[config.mk]
export PLATFORM = sky130hd
export DESIGN_NAME = am_demod_decim_flat
export DESIGN_NICKNAME = d
export VERILOG_FILES = /design/src/rtl/am_demod_decim_if.sv /design/src/rtl/am_demod_decim.sv /design/src/flat_wrapper.sv
export SDC_FILE = /design/constraint.sdc
export NUM_CORES = 1
export LEC_CHECK = 0
export CELL_PAD_IN_SITES_DETAIL_PLACEMENT = 0
export CELL_PAD_IN_SITES_GLOBAL_PLACEMENT = 1
export CORE_MARGIN = 5
export CORE_UTILIZATION = 47
export CTS_CLUSTER_DIAMETER = 60
export DETAILED_ROUTE_END_ITERATION = 16
export GPL_ROUTABILITY_DRIVEN = 0
export GPL_TIMING_DRIVEN = 0
export PLACE_DENSITY = 0.91
export SYNTH_ARGS = -nofsm -noshare
export SYNTH_HDL_FRONTEND = slang
export SYNTH_SLANG_ARGS = --single-unit
[constraint.sdc]
create_clock -name clk_in -period 11.7 [get_ports clk_in]
set_clock_uncertainty 0.15 [all_clocks]
set_input_delay 2.34 -clock clk_in [delete_from_list [all_inputs] [get_ports clk_in]]
set_output_delay 2.34 -clock clk_in [all_outputs]
set_load 0.02 [all_outputs]
[src/rtl/am_demod_decim_if.sv]
// rtl/am_demod_decim_if.sv - demodulator stream in, decimated sample/peak/status out
interface am_demod_decim_if;
  logic signed [47:0] in_data;
  logic               in_valid;
  logic signed [15:0] sample_out;
  logic               sample_valid;
  logic        [15:0] peak_out;
  logic               peak_valid;
  logic               sat_flag;

  modport master (
    output in_data, in_valid,
    input  sample_out, sample_valid, peak_out, peak_valid, sat_flag
  );

  modport slave (
    input  in_data, in_valid,
    output sample_out, sample_valid, peak_out, peak_valid, sat_flag
  );
endinterface

[src/rtl/am_demod_decim.sv]
// rtl/am_demod_decim.sv - boxcar decimator, scale/saturate, warm-up and windowed peak
// Optional leaky DC tracker enabled by defining AM_DC_BLOCK_EN.
module am_demod_decim #(
  parameter int DECIM    = 16,
  parameter int SHIFT    = 24,
  parameter int SKIP     = 2,
  parameter int PEAK_WIN = 64,
  parameter int DC_K     = 4
) (
  input logic             clk_in,
  input logic             rst,
  am_demod_decim_if.slave bus
);
  localparam int LOG2  = $clog2(DECIM);
  localparam int ACC_W = 48 + LOG2;
  localparam int YW    = ACC_W + 1;
  localparam int WW    = $clog2(SKIP + 2);
  localparam int PW    = $clog2(PEAK_WIN + 1);
  localparam logic signed [YW-1:0] MAX_V = YW'(32767);
  localparam logic signed [YW-1:0] MIN_V = -YW'(32768);

  typedef enum logic {WARM, RUN} state_t;
  state_t state, next_state;
  logic   run;

  logic signed [ACC_W-1:0] acc, acc_next, sum_reg, avg;
  logic        [LOG2-1:0]  cnt;
  logic                    pend;
  logic        [WW-1:0]    warm_cnt;
  logic        [PW-1:0]    win_cnt;
  logic        [15:0]      run_max, mag, peak_cand;
  logic signed [YW-1:0]    y, v;
  logic signed [15:0]      sat_val;
  logic                    sat_hi, sat_lo;

  assign acc_next = acc + {{LOG2{bus.in_data[47]}}, bus.in_data};

  always_ff @(posedge clk_in) begin
    if (rst) begin
      acc     <= '0;
      cnt     <= '0;
      sum_reg <= '0;
      pend    <= 1'b0;
    end else begin
      pend <= 1'b0;
      if (bus.in_valid) begin
        if (cnt == LOG2'(DECIM - 1)) begin
          sum_reg <= acc_next;
          acc     <= '0;
          cnt     <= '0;
          pend    <= 1'b1;
        end else begin
          acc <= acc_next;
          cnt <= cnt + 1'b1;
        end
      end
    end
  end

  assign avg = sum_reg >>> LOG2;

`ifdef AM_DC_BLOCK_EN
  logic signed [47:0] dc_est;
  assign y = {avg[ACC_W-1], avg} - {{(YW-48){dc_est[47]}}, dc_est};

  // Tracker leaks toward avg during warm-up too, so the first RUN sample is already partly cancelled.
  always_ff @(posedge clk_in) begin
    if (rst) dc_est <= '0;
    else if (pend) dc_est <= 48'({{(YW-48){dc_est[47]}}, dc_est} + (y >>> DC_K));
  end
`else
  assign y = {avg[ACC_W-1], avg};
`endif

  assign v      = y >>> SHIFT;
  assign sat_hi = v > MAX_V;
  assign sat_lo = v < MIN_V;

  always_comb begin
    sat_val = v[15:0];
    if (sat_hi)      sat_val = 16'sh7FFF;
    else if (sat_lo) sat_val = -16'sh8000;
  end

  // |-32768| folds to 32767 so the peak stays within the positive 16-bit range.
  always_comb begin
    mag = sat_val;
    if (sat_val == -16'sh8000) mag = 16'h7FFF;
    else if (sat_val[15])      mag = ~sat_val + 16'd1;
  end

  assign peak_cand = (mag > run_max) ? mag : run_max;

  always_ff @(posedge clk_in) begin
    if (rst) state <= WARM;
    else     state <= next_state;
  end

  always_comb begin
    next_state = state;
    run        = 1'b0;
    case (state)
      WARM: begin
        if (SKIP == 0) next_state = RUN;
        else if (pend && warm_cnt == WW'(SKIP - 1)) next_state = RUN;
      end
      RUN: run = 1'b1;
      default: next_state = WARM;
    endcase
  end

  always_ff @(posedge clk_in) begin
    if (rst) begin
      bus.sample_out   <= '0;
      bus.sample_valid <= 1'b0;
      bus.peak_out     <= '0;
      bus.peak_valid   <= 1'b0;
      bus.sat_flag     <= 1'b0;
      warm_cnt         <= '0;
      win_cnt          <= '0;
      run_max          <= '0;
    end else begin
      bus.sample_valid <= 1'b0;
      bus.peak_valid   <= 1'b0;
      if (pend) begin
        if (sat_hi || sat_lo) bus.sat_flag <= 1'b1;
        if (run) begin
          bus.sample_out   <= sat_val;
          bus.sample_valid <= 1'b1;
          if (win_cnt == PW'(PEAK_WIN - 1)) begin
            bus.peak_out   <= peak_cand;
            bus.peak_valid <= 1'b1;
            run_max        <= '0;
            win_cnt        <= '0;
          end else begin
            run_max <= peak_cand;
            win_cnt <= win_cnt + 1'b1;
          end
        end else begin
          warm_cnt <= warm_cnt + 1'b1;
        end
      end
    end
  end
endmodule

[src/flat_wrapper.sv]
// flat-port wrapper written by rule: the top's interface ports become plain ports
module am_demod_decim_flat 
#(
  parameter int DECIM    = 16,
  parameter int SHIFT    = 24,
  parameter int SKIP     = 2,
  parameter int PEAK_WIN = 64,
  parameter int DC_K     = 4
)
  (clk_in, rst, bus_in_data, bus_in_valid, bus_sample_out, bus_sample_valid, bus_peak_out, bus_peak_valid, bus_sat_flag);
  am_demod_decim_if bus_i ();
  input logic clk_in;
  input logic rst;
  input wire logic [$bits(bus_i.in_data)-1:0] bus_in_data;
  input wire logic [$bits(bus_i.in_valid)-1:0] bus_in_valid;
  output wire logic [$bits(bus_i.sample_out)-1:0] bus_sample_out;
  output wire logic [$bits(bus_i.sample_valid)-1:0] bus_sample_valid;
  output wire logic [$bits(bus_i.peak_out)-1:0] bus_peak_out;
  output wire logic [$bits(bus_i.peak_valid)-1:0] bus_peak_valid;
  output wire logic [$bits(bus_i.sat_flag)-1:0] bus_sat_flag;
  assign bus_i.in_data = bus_in_data;
  assign bus_i.in_valid = bus_in_valid;
  assign bus_sample_out = bus_i.sample_out;
  assign bus_sample_valid = bus_i.sample_valid;
  assign bus_peak_out = bus_i.peak_out;
  assign bus_peak_valid = bus_i.peak_valid;
  assign bus_sat_flag = bus_i.sat_flag;
  am_demod_decim #(.DECIM(DECIM), .SHIFT(SHIFT), .SKIP(SKIP), .PEAK_WIN(PEAK_WIN), .DC_K(DC_K)) u_core (.clk_in(clk_in), .rst(rst), .bus(bus_i));
endmodule
==> metrics.yaml, run 1 <==
run_status:
  outcome: "complete, no violations"
power:
  max-vdd-ir-drop_v: 0.00009506
  leakagePower_nw: 4.525
  p_per_area_nw_per_um2: 142.2
floorplan:
  io_pins: 86
  initial_utilization_pct: 47.75
  die_y_um: 147.9
  die_x_um: 147.9
  rows: 50
  core_area_um2: 18710
  die_area_um2: 21860
cts:
  clock-root-buffer: "clkbuf_16"
  cts_sinks: 142
  ctsResizeCount: 0
  clkTransAtPathRegs_ns: 0.06
  clockBufferDepth: 2
  holdBufCountCts: 0
  clock_latency_ns: 0.43
  htreeDepth: 4
  tritoncts.num_buffers: 17
  cts_setup_buffers: 0
  cts_tree: "built"
timing:
  setup_viol: 0
  worst_pin_slew_ns: 1.063
  grt_setup_unrepaired: "false"
  whs_ns: 0.3013
  timing.final.hold_violations: 0
  relSlewSlack_pct: 28.55
  tns_ns: 0
  drv_slew: 0
  max_freq_mhz: 154.9
  period_needed_ns: 6.457
  finalCritPeriodShare_pct: 55.18
yosys:
  synth_edf_count: 0
  synth.net_count: 1253
  yosys_most_used_dff: "dfxtp_1"
  synth-seq-cells: 142
  netlist_area_um2: 8932
  synth.distinct_cells: 67
  syn_inst: 1130
  synth_warnings: 0
  yosysTopAreaCell: "dfxtp_1"
  ys_seq_area_share_pct: 31.83
  async_reset_ff_share_pct: 0
  yosys-top-cells-area: "dfxtp_1, ha_1, a21oi_1"
  synth_top_cell_area_share_pct: 31.83
  syn_avg_cell_area_um2: 7.905
worst_setup_path:
  startpoint_type: "primary input"
  crit_required_ns: 11.91
  cp_max_fo: 8
  cp.arrival_ns: 6.67
  path_class: "in2reg"
  crit_path_end_kind: "flop"
cells_and_area:
  drive_gt1_share_pct: 3.208
  register_area_um2: 2843
  syn2layout_area_growth_pct: 20.07
  largest_reg_flops: 52
  nNetsFinal: 1357
  final_common_cell: "dfxtp_1"
  fillers: 1775
  multi_input_area_um2: 5679
  num_antenna_cells: 0
  most-common-layout-cells: "dfxtp_1, nor2_1, a21oi_1"
placed_design:
  numPortBuffers: 85
  dpl.hpwl_um: 19390
global_route:
  antenna_found_initial: 0
  grt_pass1_vias: 8004
  grt_max_degree: 17
  grt_pass1_wl_um: 40800
  gr-total-overflow: 0
  grt_use_total_pct: 22.82
routing:
  wl_per_cell_um: 16.97
  drc: 0
  routed_via_density: 5.853
  drtIter0Drc: 601
  ant_nets: 0
  wl_um: 25130
  dr.pass1.iters: 5
  via_count: 8669
flow_run:
  drv_cap: 0
worst_hold_path:
  min_path_type: "reg2reg"
kinds of logic (layout without fill, tap and decap cells):
family / Yosys count / after routing / share of synthesized area (%)
and+or+nand+nor: 381 / 381 / 19.54
adders and majority gates: 72 / 72 / 10.17
AOI/OAI and AO/OA: 367 / 367 / 27.92
buffers and inverters: 109 / 226 / 4.594
muxes: 11 / 11 / 1.247
xor gates and xnor gates: 48 / 48 / 4.707
DFF: 142 / 142 / 31.83
Yosys cell counts, types with 5 or more instances:
cell type	count
a211o_1	5
a211oi_1	31
a21o_1	46
a21oi_1	103
a22o_1	25
a22oi_1	34
a31oi_1	10
a41oi_1	5
and2_1	10
and3_1	12
clkbuf_1	67
dfxtp_1	142
ha_1	71
inv_1	40
mux2i_1	10
nand2_1	101
nand2b_1	7
nand3_1	31
nand4_1	20
nor2_1	129
nor2b_1	9
nor3_1	39
o211ai_1	7
o21a_1	9
o21ai_0	43
o21bai_1	7
o31ai_1	5
or3_1	6
xnor2_1	26
xor2_1	22
per-layer routing:
metal	track usage [%]	share of wire [%]	wire, µm
met1	31.29	46	11670
met2	37.35	46	11650
met3	4.292	5.7	1431
met4	5.543	1.5	383
met5	0	0	0
path summary, 6_finish.rpt:
| check | from | to | slack [ns] | depth (start not counted) |
|---|---|---|---|---|
| max reg2reg | u_core.sum_reg[51] | u_core.run_max[11] | 6.13 | 18 |
| max | bus_in_data[0] | u_core.sum_reg[50] | 5.24 | 14 |
| min | u_core.bus.peak_out[9] | u_core.bus.peak_out[9] | 0.30 | 2 |
| min reg2reg | u_core.bus.peak_out[9] | u_core.bus.peak_out[9] | 0.30 | 2 |
critical path, cell delays in order:
cell and delay (ns):
clkdlybuf4s50_1 0.49, ha_1 0.18, inv_1 0.06, fa_1 0.39
nand2b_1 0.20, a21o_1 0.18, a21oi_1 0.30, o311ai_1 0.23
a21oi_1 0.22, o21ai_0 0.15, a2111oi_0 0.83, o2111ai_1 0.47
a2111o_1 0.53, nand3_1 0.09
power breakdown:
| part | internal [mW] | switching [mW] |
|---|---|---|
| logic | 0.162 | 0.224 |
| clock network | 0.391 | 0.213 |
| registers | 0.515 | 0.0202 |
layout make-up:
| cell class | count | share of cell area [%] |
|---|---|---|
| multi-input cells | 879 | 52.95 |
| clock inverters | 9 | 1.692 |
| well taps | 234 | 2.730 |
| clock buffers | 23 | 4.363 |
| flip-flops and latches | 142 | 26.50 |
| plain buffers | 68 | 2.392 |
| repair buffers | 85 | 7.933 |
| inverters | 41 | 1.435 |
metrics by stage:
step / util [%] / std cells / area, µm² / worst slack [ns] / total power [mW]
final: 57.34 / 1481 / 10730 / 5.243 / 1.525
after global routing: 57.34 / 1481 / 10730 / 5.061 / 1.603
after global placement: 53.87 / 1449 / 10080 / 4.939 / 0.9201
after CTS: 57.34 / 1481 / 10730 / 5.286 / 1.528
after detailed placement: 53.87 / 1449 / 10080 / 4.873 / 0.9248
after floorplan: - / 1130 / 8932 / 6.425 / 0.8285
No activity file was read; power rests on OpenSTA's default activity.
==> run 2: changes to the inputs <==
Settings changed: CORE_UTILIZATION 47 to 39, PLACE_DENSITY 0.91 to 0.81.
Clock period 11.7 ns to 5.8 ns, I/O delays scaled along.
==> run 2 against run 1 <==
Against the previous run: cell area is 0.78% higher; hold slack better by 0.0014 ns; sequential power is 100% higher; global-route usage is 3.1 points lower; largest cell class unchanged; highest routed layer unchanged; critical endpoint is now u_core.run_max[2]; setup slack worse by 4.8 ns.
==> metrics.yaml, run 2 (synthesis gave the netlist of run 1 again) <==
cts:
  clock-root-buffer: "clkbuf_16"  # unchanged
  clkTransAtPathRegs_ns: 0.06  # about the same
  tritoncts.num_buffers: 17  # unchanged
  clock_latency_ns: 0.42  # was 0.43 ns
  clockBufferDepth: 2  # unchanged
  htreeDepth: 4  # unchanged
  cts_sinks: 142  # unchanged
  cts_setup_buffers: 0  # unchanged
  cts_tree: "built"  # unchanged
routing:
  ant_nets: 0  # unchanged
  via_count: 8594  # was 8669
  dr.pass1.iters: 6  # was 5
  drtIter0Drc: 537  # was 601
  drc: 0  # unchanged
  routed_via_density: 5.610  # was 5.853
  wl_um: 26010  # was 25130 µm
  wl_per_cell_um: 16.98  # was 16.97 µm
worst_setup_path:
  cp.arrival_ns: 5.48  # was 6.67 ns
  crit_path_end_kind: "flop"  # unchanged
  critPathLaunch: "u_core.sum_reg[43]"  # was bus_in_data[0]
  rr_worst_depth: 17  # was 18
  slowest_delay_ns: 0.51  # was 0.83 ns
  path_class: "reg2reg"  # was in2reg
  cp_max_fo: 10  # was 8
  crit_required_ns: 5.93  # was 11.91 ns
  cp_cell_sequence: "nor4_1, nand3_1, nor2_1, a21o_1, ha_1, o21a_1, o211ai_1, clkbuf_1, and2_1, ha_1, nand4_1, or2_2, o32ai_1, clkbuf_1, a21oi_1, a22oi_1, nor2_1"  # was clkdlybuf4s50_1, ha_1, inv_1, fa_1, nand2b_1, a21o_1, a21oi_1, o311ai_1, a21oi_1, o21ai_0, a2111oi_0, o2111ai_1, a2111o_1, nand3_1
  startpoint_type: "flop"  # was primary input
  cpMaxStageDelayCell: "clkbuf_1"  # was a2111oi_0
  r2r_start: "u_core.sum_reg[43]"  # was u_core.sum_reg[51]
power:
  p_sw_uw: 942.9  # was 456.9 µW
  p_per_area_nw_per_um2: 286.6  # was 142.2 nW/µm²
  pwr-share-comb_pct: 25.3  # about the same
  swShare_pct: 30.44  # was 29.96%
  leakagePower_nw: 4.531  # was 4.525 nW
  p_int_mw: 2.155  # was 1.068 mW
  seq_power_share_pct: 34.9  # was 35.1%
  p_clk_share_pct: 39.8  # was 39.6%
  max-vdd-ir-drop_v: 0.0001855  # was 0.00009506 V
floorplan:
  io_pins: 86  # unchanged
  initial_utilization_pct: 39.57  # was 47.75%
  die_y_um: 161.3  # was 147.9 µm
  core_area_um2: 22570  # was 18710 µm²
  die_area_um2: 26030  # was 21860 µm²
  rows: 55  # was 50
  die_x_um: 161.3  # was 147.9 µm
worst_hold_path:
  min_delay_path_depth: 2  # unchanged
  min_path_type: "reg2reg"  # unchanged
  holdCritStartpoint: "u_core.bus.peak_out[9]"  # unchanged
placed_design:
  dpl_cell_area_um2: 10140  # was 10080 µm²
  pre_cts_ws_ns: 0.1020  # was 4.873 ns
  dpl.hpwl_um: 20110  # was 19390 µm
  numPortBuffers: 85  # unchanged
cells_and_area:
  post-route-util_pct: 47.89  # was 57.34%
  drive_gt1_share_pct: 3.769  # was 3.208%
  num_antenna_cells: 0  # unchanged
  final_common_cell: "dfxtp_1"  # unchanged
  syn2layout_area_growth_pct: 21.01  # was 20.07%
  largest_reg_flops: 52  # unchanged
  nNetsFinal: 1357  # unchanged
  final_area_um2: 10810  # was 10730 µm²
  most-common-layout-cells: "dfxtp_1, nor2_1, a21oi_1"  # unchanged
timing:
  worst_pin_slew_ns: 0.9915  # was 1.063 ns
  finalCritPeriodShare_pct: 92.16
  period_needed_ns: 5.345
  max_freq_mhz: 187.1
  timing.final.hold_violations: 0  # unchanged
  drv_slew: 0  # unchanged
  tns_ns: 0  # unchanged
  fin_ws_ns: 0.4549  # was 5.243 ns
  grt_setup_unrepaired: "false"  # unchanged
  relSlewSlack_pct: 32.19  # was 28.55%
  setup_viol: 0  # unchanged
flow_run:
  drv_cap: 0  # unchanged
global_route:
  grt_pass1_vias: 8175  # was 8004
  antenna_found_initial: 0  # unchanged
  gr-total-overflow: 0  # unchanged
  grt_pass1_wl_um: 42050  # was 40800 µm
  grt_max_degree: 17  # unchanged
  grt_use_total_pct: 19.75  # was 22.82%
run_status:
  outcome: "complete, no violations"  # unchanged
run 2: area by class of cell:
class | count | area (µm²)
clock inverter | 13 | 209.0
buffer | 68 | 259.0
clock buffer | 19 | 452.9
inverter | 41 | 153.9
fill | 2271 | 11760
multi-input combinational | 879 | 5684
sequential | 142 | 2843
tap | 285 | 356.6
timing repair buffer | 85 | 850.8
run 2: worst max-delay path: cells and delay by family (launching register included):
| family | cells | cell delay, ns |
|---|---|---|
| compound gates | 6 | 1.55 |
| fa+ha+maj | 2 | 0.62 |
| buf+inv | 2 | 0.80 |
| flops | 1 | 0.34 |
| simple gates | 7 | 1.75 |
run 2: power groups by stage:
| stage | combinational (mW) | clock [mW] | sequential [mW] |
|---|---|---|---|
| after CTS | 0.776 | 1.25 | 1.08 |
| after floorplan | 0.585 | 0 | 1.09 |
| after global routing | 0.875 | 1.30 | 1.09 |
| final | 0.782 | 1.23 | 1.08 |
| after global placement | 0.763 | 0 | 1.10 |
| after detailed placement | 0.772 | 0 | 1.10 |
run 2: through the flow:
stage / total power, mW / cells / hold WS (ns)
after floorplan: 1.671 / 1130 / 0.2791
after global placement: 1.863 / 1500 / 0.2925
after detailed placement: 1.872 / 1500 / 0.2979
after CTS: 3.109 / 1532 / 0.3072
after global routing: 3.258 / 1532 / 0.3299
final: 3.098 / 1532 / 0.3027
run 2: final timing paths:
check | to | slack [ns]
max | u_core.run_max[2] | 0.45
min | u_core.bus.peak_out[9] | 0.30
max reg2reg | u_core.run_max[2] | 0.45
min reg2reg | u_core.bus.peak_out[9] | 0.30
run 2: timing repair:
item,4_1_cts,5_1_grt
endpoints found under the setup margin,0,17
hold buffers,0,0
resized for setup,0,5
endpoints found under the hold margin,0,0
run 2: metal layers:
layer / share of wire (%) / global-route usage [%] / up-vias
met2: 45 / 31.94 / 211
met1: 48 / 27.28 / 3998
met4: 1.8 / 5.196 / 0
li1: - / - / 4349
met5: 0 / 0 / -
met3: 4.8 / 3.470 / 36
